`config.mk`:
```
export PLATFORM = sky130hd
export DESIGN_NAME = imem_loader
export DESIGN_NICKNAME = d
export VERILOG_FILES = /design/src/rtl/imem_loader.sv
export SDC_FILE = /design/constraint.sdc
export NUM_CORES = 1
export LEC_CHECK = 0
export ABC_CLOCK_PERIOD_IN_PS = 3100
export BUFFER_PORTS_ARGS = -buffer_cell sky130_fd_sc_hd__buf_4
export CAP_MARGIN = 40
export CORE_ASPECT_RATIO = 1.2
export CORE_MARGIN = 2
export CORE_UTILIZATION = 54
export DETAILED_ROUTE_END_ITERATION = 10
export PLACE_DENSITY = 0.72
export SYNTH_ARGS = -nofsm -noshare
export SYNTH_HDL_FRONTEND = slang
export SYNTH_SLANG_ARGS = --single-unit
```
`constraint.sdc`:
```
create_clock -name clk -period 3.1 [get_ports clk]
set_clock_uncertainty 0.05 [all_clocks]
set_input_delay 0.465 -clock clk [delete_from_list [all_inputs] [get_ports clk]]
set_output_delay 0.465 -clock clk [all_outputs]
set_load 0.02 [all_outputs]
```
`src/rtl/imem_loader.sv`:
```
// imem_loader: boot-time instruction-memory writer.
// Takes a framed byte stream (16-bit LE word count, 4*N LE data bytes, XOR
// checksum byte), writes each assembled word to consecutive word addresses,
// and holds the core in reset until a complete image has been verified.
//
// state   | meaning
// --------+------------------------------------------------------------
// IDLE    | after reset, waiting for start
// LEN_LO  | expecting low byte of the word count
// LEN_HI  | expecting high byte of the word count; range-checked here
// DATA    | assembling data bytes into words, one write per 4th byte
// CSUM    | expecting the checksum byte
// DONE    | image verified; core released
// ERROR   | length or checksum failure; core held in reset
module imem_loader #(
  parameter int ADDR_W = 11
) (
  input  logic              clk,
  input  logic              reset,
  input  logic              start,
  input  logic              in_valid,
  input  logic [7:0]        in_data,
  output logic              in_ready,
  output logic              mem_we,
  output logic [ADDR_W-1:0] mem_addr,
  output logic [31:0]       mem_wdata,
  output logic              cpu_reset,
  output logic              busy,
  output logic              done,
  output logic              error,
  output logic [15:0]       words_loaded
);

  localparam int unsigned DEPTH = 2 ** ADDR_W;

  typedef enum logic [2:0] {
    S_IDLE,
    S_LEN_LO,
    S_LEN_HI,
    S_DATA,
    S_CSUM,
    S_DONE,
    S_ERROR
  } state_t;

  state_t              state_q;
  logic [15:0]         len_q;
  logic [1:0]          byte_idx_q;
  logic [ADDR_W-1:0]   word_idx_q;
  logic [23:0]         asm_q;
  logic [7:0]          xor_q;
  logic                in_ready_q;
  logic                mem_we_q;
  logic [ADDR_W-1:0]   mem_addr_q;
  logic [31:0]         mem_wdata_q;
  logic                cpu_reset_q;
  logic                busy_q;
  logic                done_q;
  logic                error_q;
  logic [15:0]         words_loaded_q;

  logic                accept;
  logic [15:0]         len_d;
  logic [31:0]         word_d;
  logic                last_word;

  // Byte handshake, candidate length and the word completed by the current byte.
  always_comb begin
    accept    = in_valid & in_ready_q;
    len_d     = {in_data, len_q[7:0]};
    // asm_q is a shift register, so after three bytes it holds {b2,b1,b0}.
    word_d    = {in_data, asm_q};
    last_word = ((32'(word_idx_q) + 32'd1) == 32'(len_q));
  end

  // Loader FSM with all outputs registered alongside the state.
  always_ff @(posedge clk) begin
    if (!reset) begin
      state_q        <= S_IDLE;
      len_q          <= '0;
      byte_idx_q     <= '0;
      word_idx_q     <= '0;
      asm_q          <= '0;
      xor_q          <= '0;
      in_ready_q     <= 1'b0;
      mem_we_q       <= 1'b0;
      mem_addr_q     <= '0;
      mem_wdata_q    <= '0;
      cpu_reset_q    <= 1'b1;
      busy_q         <= 1'b0;
      done_q         <= 1'b0;
      error_q        <= 1'b0;
      words_loaded_q <= '0;
    end else begin
      mem_we_q <= 1'b0;
      case (state_q)
        S_IDLE, S_DONE, S_ERROR: begin
          if (start) begin
            state_q        <= S_LEN_LO;
            in_ready_q     <= 1'b1;
            busy_q         <= 1'b1;
            done_q         <= 1'b0;
            error_q        <= 1'b0;
            cpu_reset_q    <= 1'b1;
            xor_q          <= '0;
            byte_idx_q     <= '0;
            word_idx_q     <= '0;
            words_loaded_q <= '0;
          end
        end

        S_LEN_LO: begin
          if (accept) begin
            len_q[7:0] <= in_data;
            state_q    <= S_LEN_HI;
          end
        end

        S_LEN_HI: begin
          if (accept) begin
            len_q <= len_d;
            if (32'(len_d) > DEPTH) begin
              state_q    <= S_ERROR;
              error_q    <= 1'b1;
              in_ready_q <= 1'b0;
              busy_q     <= 1'b0;
            end else if (len_d == 16'd0) begin
              state_q <= S_CSUM;
            end else begin
              state_q <= S_DATA;
            end
          end
        end

        S_DATA: begin
          if (accept) begin
            xor_q      <= xor_q ^ in_data;
            asm_q      <= {in_data, asm_q[23:8]};
            byte_idx_q <= byte_idx_q + 2'd1;
            if (byte_idx_q == 2'd3) begin
              mem_we_q       <= 1'b1;
              mem_addr_q     <= word_idx_q;
              mem_wdata_q    <= word_d;
              words_loaded_q <= words_loaded_q + 16'd1;
              // Wraps to 0 only after the final word of a full-depth image,
              // and is cleared again on the next start.
              word_idx_q     <= word_idx_q + 1'b1;
              if (last_word) begin
                state_q <= S_CSUM;
              end
            end
          end
        end

        S_CSUM: begin
          if (accept) begin
            in_ready_q <= 1'b0;
            busy_q     <= 1'b0;
            if (in_data == xor_q) begin
              state_q     <= S_DONE;
              done_q      <= 1'b1;
              cpu_reset_q <= 1'b0;
            end else begin
              state_q <= S_ERROR;
              error_q <= 1'b1;
            end
          end
        end

        default: begin
          state_q    <= S_IDLE;
          in_ready_q <= 1'b0;
          busy_q     <= 1'b0;
        end
      endcase
    end
  end

  // Drive ports straight from their registers.
  always_comb begin
    in_ready     = in_ready_q;
    mem_we       = mem_we_q;
    mem_addr     = mem_addr_q;
    mem_wdata    = mem_wdata_q;
    cpu_reset    = cpu_reset_q;
    busy         = busy_q;
    done         = done_q;
    error        = error_q;
    words_loaded = words_loaded_q;
  end

endmodule
```
**Word-level counts from Yosys, hierarchy flattened**

Cells that the tools add are included.
W data, S select, Z words.

- Register bits after elaboration: 128
- Output and inout port bits: 65
- Logic and storage cells: 106

- Add/subtract/negate cells: 4
- Order comparisons: 1
- Equal/unequal tests: 19
- Multiplexer cells: 45
- Bitwise gates (word level): 4
- Reduce and logical (&&, ||, !) cells: 18

Operators by type and width:

| kind | count |
|---|---|
| $mux W16 | 3 |
| $mux W11 | 3 |
| $pmux W16 S2 | 1 |
| $pmux W8 S2 | 2 |
| $mux W3 | 9 |
| $mux W8 | 3 |
| $pmux W11 S2 | 1 |
| $ne A2 B2 Y1 const B | 10 |
| $add A16 B1 Y16 const B | 1 |
| $eq A12 B16 Y1 | 1 |
| $gt A16 B12 Y1 const B | 1 |
| $logic_not A16 Y1 | 1 |
| $pmux W3 S5 | 1 |
| $mux W1 | 14 |
| $add A11 B1 Y12 const B | 1 |
| $reduce_and A3 Y1 | 4 |
| $add A11 B1 Y11 const B | 1 |
| $eq A3 B3 Y1 const B | 3 |
| $eq A8 B8 Y1 | 1 |
| $reduce_and A4 Y1 | 2 |
| $xor A8 B8 Y8 | 1 |
| $reduce_and A7 Y1 | 1 |
| $eq A3 B2 Y1 const B | 2 |
| $mux W2 | 3 |
| other kinds (17) | 21 |

**Logic depth before layout (Yosys ltp)**

Gate-level depths: netlist (run 1).

- Word-level depth: 6
- Mapped depth: 9
- Depth with buffers taken out: 7

**Worst setup path before layout (run 1)**

Ideal clock, no wire load.

- Path kind: flip-flop to flip-flop
- Start: register word_idx_q[2]
- End: register state_q[2]
- Setup time: 88 ps
- Data arrival time: 2099 ps
- Required time: 2962 ps
- Setup slack: 863 ps
- Cell stages (with the launch flop): 8
- Period minus slack after synthesis: 2237 ps
- Cell sequence: dfxtp_1 > buf_2 > nand3_2 > or4_2 > xor2_1 > nand2_1 > or4_4 > o32ai_2

- Longest elaborated chain between the ends: 4

RTL lines:

| what | line | RTL |
|---|---|---|
| start, declared | 49 | `logic [ADDR_W-1:0] word_idx_q;` |
| start signal, assigned | 147 | `word_idx_q <= word_idx_q + 1'b1;` |
| $add A11 B1 Y12 | 73 | `last_word = ((32'(word_idx_q) + 32'd1) == 32'(len_q));` |
| $eq A12 B16 Y1 | 73 |  |
| $ne A2 B2 Y1 (no line) | -- |  |
| $reduce_and A7 Y1 (no line) | -- |  |
| end signal, assigned | 79 | `state_q <= S_IDLE;` |
| end signal, assigned | 99 | `state_q <= S_LEN_LO;` |
| end signal, assigned | 115 | `state_q <= S_LEN_HI;` |
| end, declared | 46 | `state_t state_q;` |

Every way passes these cells.
A chain may end at the register's enable or synchronous reset.

**Worst setup path in the final report (run 1)**

- Start: register byte_idx_q[0]
- End: register word_idx_q[3]

- Longest elaborated chain between the ends: 3

RTL lines:

| what | line | RTL |
|---|---|---|
| start, declared | 48 | `logic [1:0] byte_idx_q;` |
| start signal, assigned | 139 | `byte_idx_q <= byte_idx_q + 2'd1;` |
| $eq A2 B2 Y1 | 140 | `if (byte_idx_q == 2'd3) begin` |
| $ne A2 B2 Y1 (no line) | -- |  |
| $reduce_and A4 Y1 (no line) | -- |  |

Every way passes these cells.

==> flow_summary.yaml, run 1 <==
global_route:
  grt_pass1_wl_um: 21600
  first_global_vias: 4603
  grt-ovfl-total: 0
  antenna_found_initial: 0
  grt_max_degree: 52
  track_usage_pct: 25.4
yosys:
  seq_area_frac_synth_pct: 46.5
  synth_area_leaders: "dfxtp_1, nand2_1, a21oi_1, nor2_1, xnor2_1"
  synthesis.nets: 707
  synthArstFlopShare_pct: 0
  syn-instance-count: 692
  yosys_most_used_dff: "dfxtp_1"
  yosys.area.top_type: "dfxtp_1"
  ys_types: 57
  synth_area_um2: 5510
  ys_warn_count: 0
  synth_edf_count: 0
  syn_avg_cell_area_um2: 7.97
  synth-seq-cells: 128
  synth_top_area_share_pct: 46.5
clock_tree:
  cts_buffers: 17
  clockBufferDepth: 2
  cts-htree-levels: 4
  hold_buffers: 0
  cts_setup_buffers: 0
  clkTransAtPathRegs_ns: 0.05
  cts_resized: 0
  cts_sinks: 128
  clkLatencyLatePin_ns: 0.42
  cts_tree: "yes"
  cts_root_buf: "clkbuf_16"
floorplanning:
  rows: 40
  fp.dieH_um: 115
  pin_count: 77
  start_util_pct: 55.4
  coreArea_um2: 9960
  die_area_um2: 11000
  die_x_um: 96.2
timing:
  finalSetupTns_ns: 0
  rsz0062_at_grt: "false"
  tightest_slew_ns: 0.842
  maxSlewHeadroom_pct: 43.6
  fin_ws_ns: 0.491
  final_hold_viol_count: 0
  setup_viol: 0
  max_freq_mhz: 383
  min_period_ns: 2.61
  drv_slew: 0
  finalCritPeriodShare_pct: 84.2
route:
  wl_per_cell_um: 15.1
  dr.pass1.iters: 5
  vias_per_cell: 5.53
  vias: 4962
  first_iter_violations: 242
  drc_errors: 0
  totalWireLength_um: 13500
  ant_nets: 0
critical_path:
  reg2reg_depth: 6
  path_cells: "ha_1, inv_1, or4_2, buf_4, or3_2, a21oi_1"
  slowest_stage: "or4_2"
  r2r_end: "word_idx_q[3]"
  crit_end: "word_idx_q[3]"
  setup.worst_path.end_class: "flop"
  r2r-start: "byte_idx_q[0]"
  cp-start-kind: "flop"
  crit_family: "simple AND/OR/NAND/NOR gates"
  cp_num_buf_inv: 2
  cpPeakStageDelay_ns: 0.93
  path_max_fanout: 27
  crit_type: "flop to flop"
  crit_required_ns: 3.39
  cp_num_cells: 6
  cp_data_arrival_time_ns: 2.90
  reg2reg_slack_ns: 0.49
  cp-startpoint: "byte_idx_q[0]"
placement:
  place_hpwl_um: 9070
  globalplace.congestion: 0.896
  dp_slack_ns: 0.531
  port_buffers: 76
pwr:
  leakage_nw: 2.48
  peakVddDrop_mv: 0.390
  p_per_area_nw_per_um2: 649
hold_path:
  hold_depth: 3
  hold_path.class: "input pin to flop"
job:
  cap_violations: 0
final_layout:
  area_delta_synth_final_pct: 24.1
  antennaDiodeCount: 0
  utilization_pct: 68.7
  nNetsFinal: 773
  drive_above_1_share_pct: 17.8
  fill_cells: 841
status:
  status: "finished, final reports clean"
-- per-stage QoR --
step                      hold slack [ns]  area, um2  std cells  total power [mW]
final                               0.296       6850        897              4.44
after global routing                0.310       6850        897              4.59
after CTS                           0.288       6850        897              4.46
after detailed placement            0.399       6190        865              2.29
after global placement              0.393       6190        865              2.28
after floorplan                     0.382       5510        692              2.11
-- cell families after synthesis --
family	count (synthesis)	synth area share [%]
mux	16	2.90
fa+ha+maj	3	0.681
xor+xnor	35	5.56
buf+inv	51	3.63
compound gates	149	15.3
simple gates	310	25.5
flops	128	46.5
-- cell usage after synthesis, types with 2 or more instances --
cell type	n
nand4_1	11
and3b_1	2
and4_1	2
nor2_1	60
mux2i_1	16
nand3b_1	2
a21o_1	2
nand2b_1	5
o211ai_1	8
a21oi_1	93
inv_1	7
nor4_1	7
and2_1	6
nor3_1	11
buf_1	2
clkbuf_1	36
xnor2_1	20
buf_2	4
a31oi_1	4
a22oi_1	4
nand2_1	162
or4_1	3
ha_1	3
nand3_1	17
dfxtp_1	128
or3_1	5
o21ai_0	25
xor2_1	15
nor2b_1	4
-- layout make-up --
cell class | instances | area (um2) | share of cell area, %
multi-input cells | 513 | 2770 | 40.4
flip-flops and latches | 128 | 2560 | 37.4
repair buffers | 90 | 676 | 9.87
clock buffers | 18 | 439 | 6.42
clock inverters | 14 | 213 | 3.11
well taps | 126 | 158 | 2.30
inverters | 8 | 30.0 | 0.439
-- metal layers --
metal | global-route usage (%) | vias to the layer above | share of wire (%)
li1 | - | 2493 | -
met3 | 5.40 | 21 | 5.0
met4 | 11.5 | 0 | 2.3
met1 | 30.5 | 2317 | 42
met2 | 42.9 | 131 | 50
met5 | 0 | - | 0
-- power breakdown --
part           switching, mW  leakage, nW  internal, mW
Combinational          0.359         1.14         0.190
Sequential            0.0281         1.03          1.68
Clock                  0.739        0.308          1.44
Total                   1.13         2.48          3.32
-- worst min-delay path by stage --
stage / startpoint / endpoint / slack [ns]
floorplan: asm_q[0] / mem_wdata[0] / 0.38
global placement: asm_q[7] / mem_wdata[7] / 0.39
detailed placement: asm_q[3] / asm_q[3] / 0.40
CTS: in_data[4] / mem_wdata[28] / 0.29
global route: reset / xor_q[3] / 0.31
finish: in_data[5] / mem_wdata[29] / 0.30
-- worst register-to-register path, stage by stage, from the launching register on --
cell and delay, ns:
dfxtp_1 0.35, ha_1 0.21, inv_1 0.09, or4_2 0.93
buf_4 0.34, or3_2 0.42, a21oi_1 0.15
-- layout by cell type, fill, tap and decap left out, types with 5 or more instances in the layout --
master,n
clkbuf_16,17
xor2_1,15
mux2i_1,16
nor4_1,6
buf_4,90
dfxtp_1,128
or3_1,5
o211ai_1,8
nand4_1,11
bufinv_16,5
nand2_1,162
and2_1,6
inv_1,7
o21ai_0,25
nor2_1,60
a21oi_1,93
nand2b_1,5
nor3_1,11
nand3_1,17
xnor2_1,20
-- registers in the layout (all words and copies together) (netlist names) --
name          count
word_idx_q       11
xor_q             8
mem_we            1
cpu_reset         1
mem_addr         11
words_loaded     16
error             1
len_q            16
busy              1
asm_q            24
mem_wdata        32
byte_idx_q        2
state_q           3
done              1
Note: power is estimated with default switching activity, not from simulation.
==> run 2: changes to the inputs <==
==> config.mk (replaced) <==
export PLATFORM = sky130hd
export DESIGN_NAME = imem_loader
export DESIGN_NICKNAME = d
export VERILOG_FILES = /design/src/rtl/imem_loader.sv
export SDC_FILE = /design/constraint.sdc
export NUM_CORES = 1
export LEC_CHECK = 0
export ABC_AREA = 1
export ABC_CLOCK_PERIOD_IN_PS = 2100
export BUFFER_PORTS_ARGS = -buffer_cell sky130_fd_sc_hd__buf_4
export CAP_MARGIN = 40
export CORE_ASPECT_RATIO = 1.2
export CORE_MARGIN = 2
export CORE_UTILIZATION = 51
export DETAILED_ROUTE_END_ITERATION = 10
export PLACE_DENSITY = 0.71
export SYNTH_ARGS = -nofsm -noshare
export SYNTH_HDL_FRONTEND = slang
export SYNTH_SLANG_ARGS = --single-unit
==> constraint.sdc (replaced) <==
create_clock -name clk -period 2.1 [get_ports clk]
set_clock_uncertainty 0.05 [all_clocks]
set_input_delay 0.315 -clock clk [delete_from_list [all_inputs] [get_ports clk]]
set_output_delay 0.315 -clock clk [all_outputs]
set_load 0.02 [all_outputs]
==> run 2 against run 1 <==
Effect of this change: global-route usage decreased by 1.0 points; critical path depth increased by 7; critical endpoint is now state_q[0]; via count increased by 5.2%; sequential power increased by 56%.
==> flow_summary.yaml, run 2 <==
placement:
  port_buffers: 76
  dp_slack_ns: -0.0840
  place_hpwl_um: 9540
  globalplace.congestion: 0.913
clock_tree:
  clkLatencyLatePin_ns: 0.41
  cts_sinks: 128
  cts_root_buf: "clkbuf_16"
  hold_buffers: 0
  cts_buffers: 17
  clkTransAtPathRegs_ns: 0.06
  cts_tree: "yes"
  clockBufferDepth: 2
  cts-htree-levels: 4
yosys:
  synthesis.nets: 751
  syn_avg_cell_area_um2: 7.35
  syn-instance-count: 736
  synth-seq-cells: 128
  seq_area_frac_synth_pct: 47.4
  ys_types: 32
  yosys_most_used_dff: "dfxtp_1"
  synthArstFlopShare_pct: 0
  ys_warn_count: 0
  synth.most_common_cell: "dfxtp_1"
  synth_edf_count: 0
  synth_area_leaders: "dfxtp_1, o21ai_0, nand2_1, a21oi_1, nand3_1"
  synth_top_area_share_pct: 47.4
  synth_area_um2: 5410
  ys_top_cells_by_count: "dfxtp_1, nand2_1, o21ai_0, a21oi_1, inv_1"
  yosys.area.top_type: "dfxtp_1"
floorplanning:
  start_util_pct: 52.0
  pin_count: 77
  fp.dieH_um: 117
  rows: 41
  die_area_um2: 11500
  coreArea_um2: 10400
  die_x_um: 98.0
final_layout:
  area_delta_synth_final_pct: 26.9
  fill_cells: 909
  largest_reg_flops: 32
  nNetsFinal: 838
  drive_above_1_share_pct: 19.8
  utilization_pct: 65.9
  layout_commonest_cell: "dfxtp_1"
  final_cell_mix: "dfxtp_1, nand2_1, buf_4"
  antennaDiodeCount: 0
route:
  first_iter_violations: 286
  vias_per_cell: 5.42
  ant_nets: 0
  totalWireLength_um: 14300
  dr.pass1.iters: 8
  wl_per_cell_um: 14.8
  drc_errors: 0
  vias: 5218
pwr:
  leakage_nw: 2.90
  peakVddDrop_mv: 0.549
  p_per_area_nw_per_um2: 1000
  power_mw: 6.87
timing:
  finalCritPeriodShare_pct: 92.3
  setup_viol: 0
  tightest_slew_ns: 0.436
  maxSlewHeadroom_pct: 70.7
  min_period_ns: 1.94
  fin_ws_ns: 0.162
  drv_slew: 0
  final_hold_viol_count: 0
  max_freq_mhz: 516
  finalSetupTns_ns: 0
  holdWs_ns: 0.185
hold_path:
  hold_start: "in_data[4]"
  hold_path.class: "input pin to flop"
critical_path:
  slowest_stage: "dfxtp_1"
  crit_required_ns: 2.35
  path_max_fanout: 7
  crit_type: "flop to flop"
  r2r-start: "word_idx_q[3]"
  path_cells: "nand2_2, nor2_4, nand3_1, nand3_1, nand2_1, nor2_1, nand2_1, nor2_1, nand2_1, nand2_1, nand2_1, o21ai_2, inv_1"
  cp-startpoint: "word_idx_q[3]"
  setup.worst_path.end_class: "flop"
  cp_num_buf_inv: 1
  cpPeakStageDelay_ns: 0.43
  cp_data_arrival_time_ns: 2.19
  cp-start-kind: "flop"
  crit_family: "simple AND/OR/NAND/NOR gates"
  crit_path_frequent_cell: "nand2_1"
global_route:
  grt_max_degree: 56
  grt-ovfl-total: 0
  antenna_found_initial: 0
  track_usage_pct: 24.4
  first_global_vias: 4813
  grt_pass1_wl_um: 22500
status:
  status: "finished, final reports clean"
job:
  cap_violations: 0
-- run 2: cells by family (layout without fill, tap and decap cells) --
family / after synthesis / after routing / share of synthesized area (%)
buf+inv: 114 / 212 / 8.21
simple gates: 296 / 296 / 24.2
xor+xnor: 12 / 12 / 1.94
fa+ha+maj: 3 / 3 / 0.694
compound gates: 183 / 183 / 17.6
flops: 128 / 128 / 47.4
-- run 2: through the flow --
stage               instances  cell area [um2]
CTS                       959             6750
detailed placement        928             6170
global placement          928             6170
floorplan                 736             5410
finish                    963             6870
global route              963             6870
-- run 2: cell type report --
| class | instances | area, um2 | share of cell area (%) |
|---|---|---|---|
| Timing Repair inverter | 3 | 22.5 | 0.328 |
| Clock buffer | 18 | 429 | 6.25 |
| Inverter | 81 | 308 | 4.48 |
| Multi-Input combinational cell | 494 | 2470 | 35.9 |
| Clock inverter | 12 | 145 | 2.11 |
| Tap cell | 129 | 161 | 2.35 |
| Timing Repair Buffer | 98 | 761 | 11.1 |
| Sequential cell | 128 | 2570 | 37.5 |
-- run 2: timing repair --
item	CTS	global route
gates cloned	0	3
resized for setup	3	25
endpoints found under the hold margin	0	0
setup endpoints to repair	2	33
buffers inserted	1	1
pin swaps	2	4
-- run 2: worst paths after layout --
check / end / slack, ns / depth (start not counted)
worst max-delay path: state_q[0] / 0.16 / 13
worst min-delay path: asm_q[20] / 0.18 / 3
worst min register to register: asm_q[18] / 0.42 / 2
worst max register to register: state_q[0] / 0.16 / 13
-- run 2: worst min-delay path: stages --
cell,delay [ns]
buf_4,0.11
o21ai_0,0.08
a21oi_1,0.11
-- run 2: power by group --
group	internal (mW)	total, mW	switching, mW
registers	2.56	2.66	0.0999
logic	0.470	1.33	0.862
clock network	1.84	2.88	1.04
total	4.87	6.87	2.00
-- run 2: per-layer routing --
metal / GRT usage [%] / routed length [um]
met1: 29.6 / 6190
met2: 42.2 / 6970
met4: 9.26 / 332
met5: 0 / 0
met3: 5.82 / 774
==> run 3: changes to the inputs <==
--- a/config.mk
+++ b/config.mk
@@ -6,14 +6,14 @@
 export NUM_CORES = 1
 export LEC_CHECK = 0
 export ABC_AREA = 1
-export ABC_CLOCK_PERIOD_IN_PS = 2100
+export ABC_CLOCK_PERIOD_IN_PS = 2000
 export BUFFER_PORTS_ARGS = -buffer_cell sky130_fd_sc_hd__buf_4
 export CAP_MARGIN = 40
 export CORE_ASPECT_RATIO = 1.2
 export CORE_MARGIN = 2
-export CORE_UTILIZATION = 51
+export CORE_UTILIZATION = 54
 export DETAILED_ROUTE_END_ITERATION = 10
-export PLACE_DENSITY = 0.71
+export PLACE_DENSITY = 0.72
 export SYNTH_ARGS = -nofsm -noshare
 export SYNTH_HDL_FRONTEND = slang
 export SYNTH_SLANG_ARGS = --single-unit
==> constraint.sdc (replaced) <==
create_clock -name clk -period 2 [get_ports clk]
set_clock_uncertainty 0.05 [all_clocks]
set_input_delay 0.3 -clock clk [delete_from_list [all_inputs] [get_ports clk]]
set_output_delay 0.3 -clock clk [all_outputs]
set_load 0.02 [all_outputs]
==> run 3 against run 2 <==
Effect of this change: design area is 2.7% higher; sequential cell count is the same; non-clock buffer count rose by 12; wire length is essentially flat; via count up 1.9%; global-route usage rose by 2.4 points; register-to-register slack worse by 0.05 ns; clock power increased by 16%; sequential share of layout area fell by 0.99 points; hold slack worse by 0.010 ns; critical path type unchanged; largest cell class unchanged; highest routed layer unchanged.
==> flow_summary.yaml, run 3 (synthesis results as in run 2) <==
status:
  status: "finished, final reports clean"
global_route:
  grt-ovfl-total: 0
  first_global_vias: 4980
  grt_pass1_wl_um: 22800
  antenna_found_initial: 0
  grt_max_degree: 50
  track_usage_pct: 26.8
route:
  vias_per_cell: 5.47
  drc_errors: 0
  wl_per_cell_um: 14.7
  vias: 5315
  dr.pass1.iters: 6
  first_iter_violations: 312
  ant_nets: 0
  totalWireLength_um: 14200
hold_path:
  hold_depth: 3
  hold_path.class: "input pin to flop"
  min_to: "asm_q[19]"
  hold_start: "reset"
critical_path:
  reg2reg_slack_ns: 0.11
  path_cells: "inv_2, o21ai_1, nand3_1, o21ai_2, nand2_2, nor2_4, nand3_2, nor2_4, nand2_2, or2_0, a21oi_1"
  cpPeakStageDelay_ns: 0.38
  crit_type: "flop to flop"
  cp_data_arrival_time_ns: 2.17
  reg2reg_depth: 11
  r2r_end: "words_loaded[12]"
  path_max_fanout: 5
  crit_required_ns: 2.29
  setup.worst_path.end_class: "flop"
  slowest_stage: "dfxtp_2"
  r2r-start: "state_q[2]"
  cp-start-kind: "flop"
timing:
  setup_viol: 0
  min_period_ns: 1.89
  maxSlewHeadroom_pct: 72.3
  drv_slew: 0
  final_hold_viol_count: 0
  tightest_slew_ns: 0.415
  rsz0062_at_grt: "true"
  finalSetupTns_ns: 0
  fin_ws_ns: 0.111
  finalCritPeriodShare_pct: 94.5
  max_freq_mhz: 529
pwr:
  p_per_area_nw_per_um2: 1090
  power_mw: 7.70
  leakage_nw: 3.00
  peakVddDrop_mv: 0.687
placement:
  globalplace.congestion: 0.872
  place_hpwl_um: 9450
  port_buffers: 76
  dp_slack_ns: -0.00788
  placed_area_um2: 6190
clock_tree:
  cts-htree-levels: 4
  cts_buffers: 17
  clkTransAtPathRegs_ns: 0.06
  cts_tree: "yes"
  clkLatencyLatePin_ns: 0.41
  cts_root_buf: "clkbuf_16"
  clockBufferDepth: 2
  cts_sinks: 128
final_layout:
  layout_commonest_cell: "dfxtp_1"
  final_cell_mix: "dfxtp_1, nand2_1, buf_4"
  antennaDiodeCount: 0
  finalInstanceArea_um2: 7050
  utilization_pct: 71.2
  largest_reg_flops: 32
  area_delta_synth_final_pct: 30.3
  drive_above_1_share_pct: 22.7
  nNetsFinal: 847
  fill_cells: 812
floorplanning:
  die_x_um: 95.4
  rows: 40
  pin_count: 77
  start_util_pct: 54.6
  fp.dieH_um: 114
  coreArea_um2: 9910
  die_area_um2: 10800
job:
  cap_violations: 0
## run 3: routing by layer
metal  track usage (%)  share of wire [%]  up-vias
li1                  -                  -     2626
met1              32.5                 42     2483
met2              44.5                 50      169
met3              7.00                5.3       37
met4              11.8                2.5        0
met5                 0                  0        -
## run 3: area by class of cell
class                   instances  area, um2  area share, %
repair buffers                110        845           12.0
clock buffers                  17        425           6.03
flip-flops and latches        128       2570           36.5
multi-input cells             494       2520           35.8
clock inverters                15        221           3.14
well taps                     126        158           2.24
inverters                      81        307           4.35
## run 3: what timing repair did
action                                  CTS  global route
gates resized for setup                   2            46
endpoints found under the setup margin    3            58
cloned                                    0             0
pin swaps                                 1            17
hold buffers                              0             0
setup buffers                             3             5
## run 3: how the worst max path moves through the flow
stage | cells past startpoint | slack [ns] | startpoint | end
2_1_floorplan | 8 | 0.19 | words_loaded[0] | words_loaded[12]
3_3_place_gp | 14 | 0.06 | word_idx_q[0] | state_q[0]
3_5_place_dp | 14 | -0.008 | word_idx_q[0] | state_q[0]
4_1_cts | 10 | 0.0002 | state_q[0] | word_idx_q[3]
5_1_grt | 15 | -0.06 | word_idx_q[1] | state_q[1]
6_report | 11 | 0.11 | state_q[2] | words_loaded[12]
## run 3: worst max-delay path, delay by kind of cell, from the launching register on
kind	cells	cell delay [ns]
AND/OR/NAND/NOR	7	0.95
flip-flops	1	0.38
AO/OA/AOI/OAI	3	0.38
buffers and inverters	1	0.06
## run 3: per-stage QoR
stage | instances | hold slack (ns)
2_1_floorplan | 736 | 0.380
3_3_place_gp | 931 | 0.398
3_5_place_dp | 931 | 0.399
4_1_cts | 966 | 0.154
5_1_grt | 971 | 0.164
6_report | 971 | 0.174
## run 3: where the power goes
part           switching [mW]  internal [mW]  leakage [nW]  total, mW
clock network            1.23           2.13         0.317       3.35
logic                   0.962          0.592          1.64       1.55
registers               0.101           2.69          1.04       2.79
total                    2.29           5.41          3.00       7.70
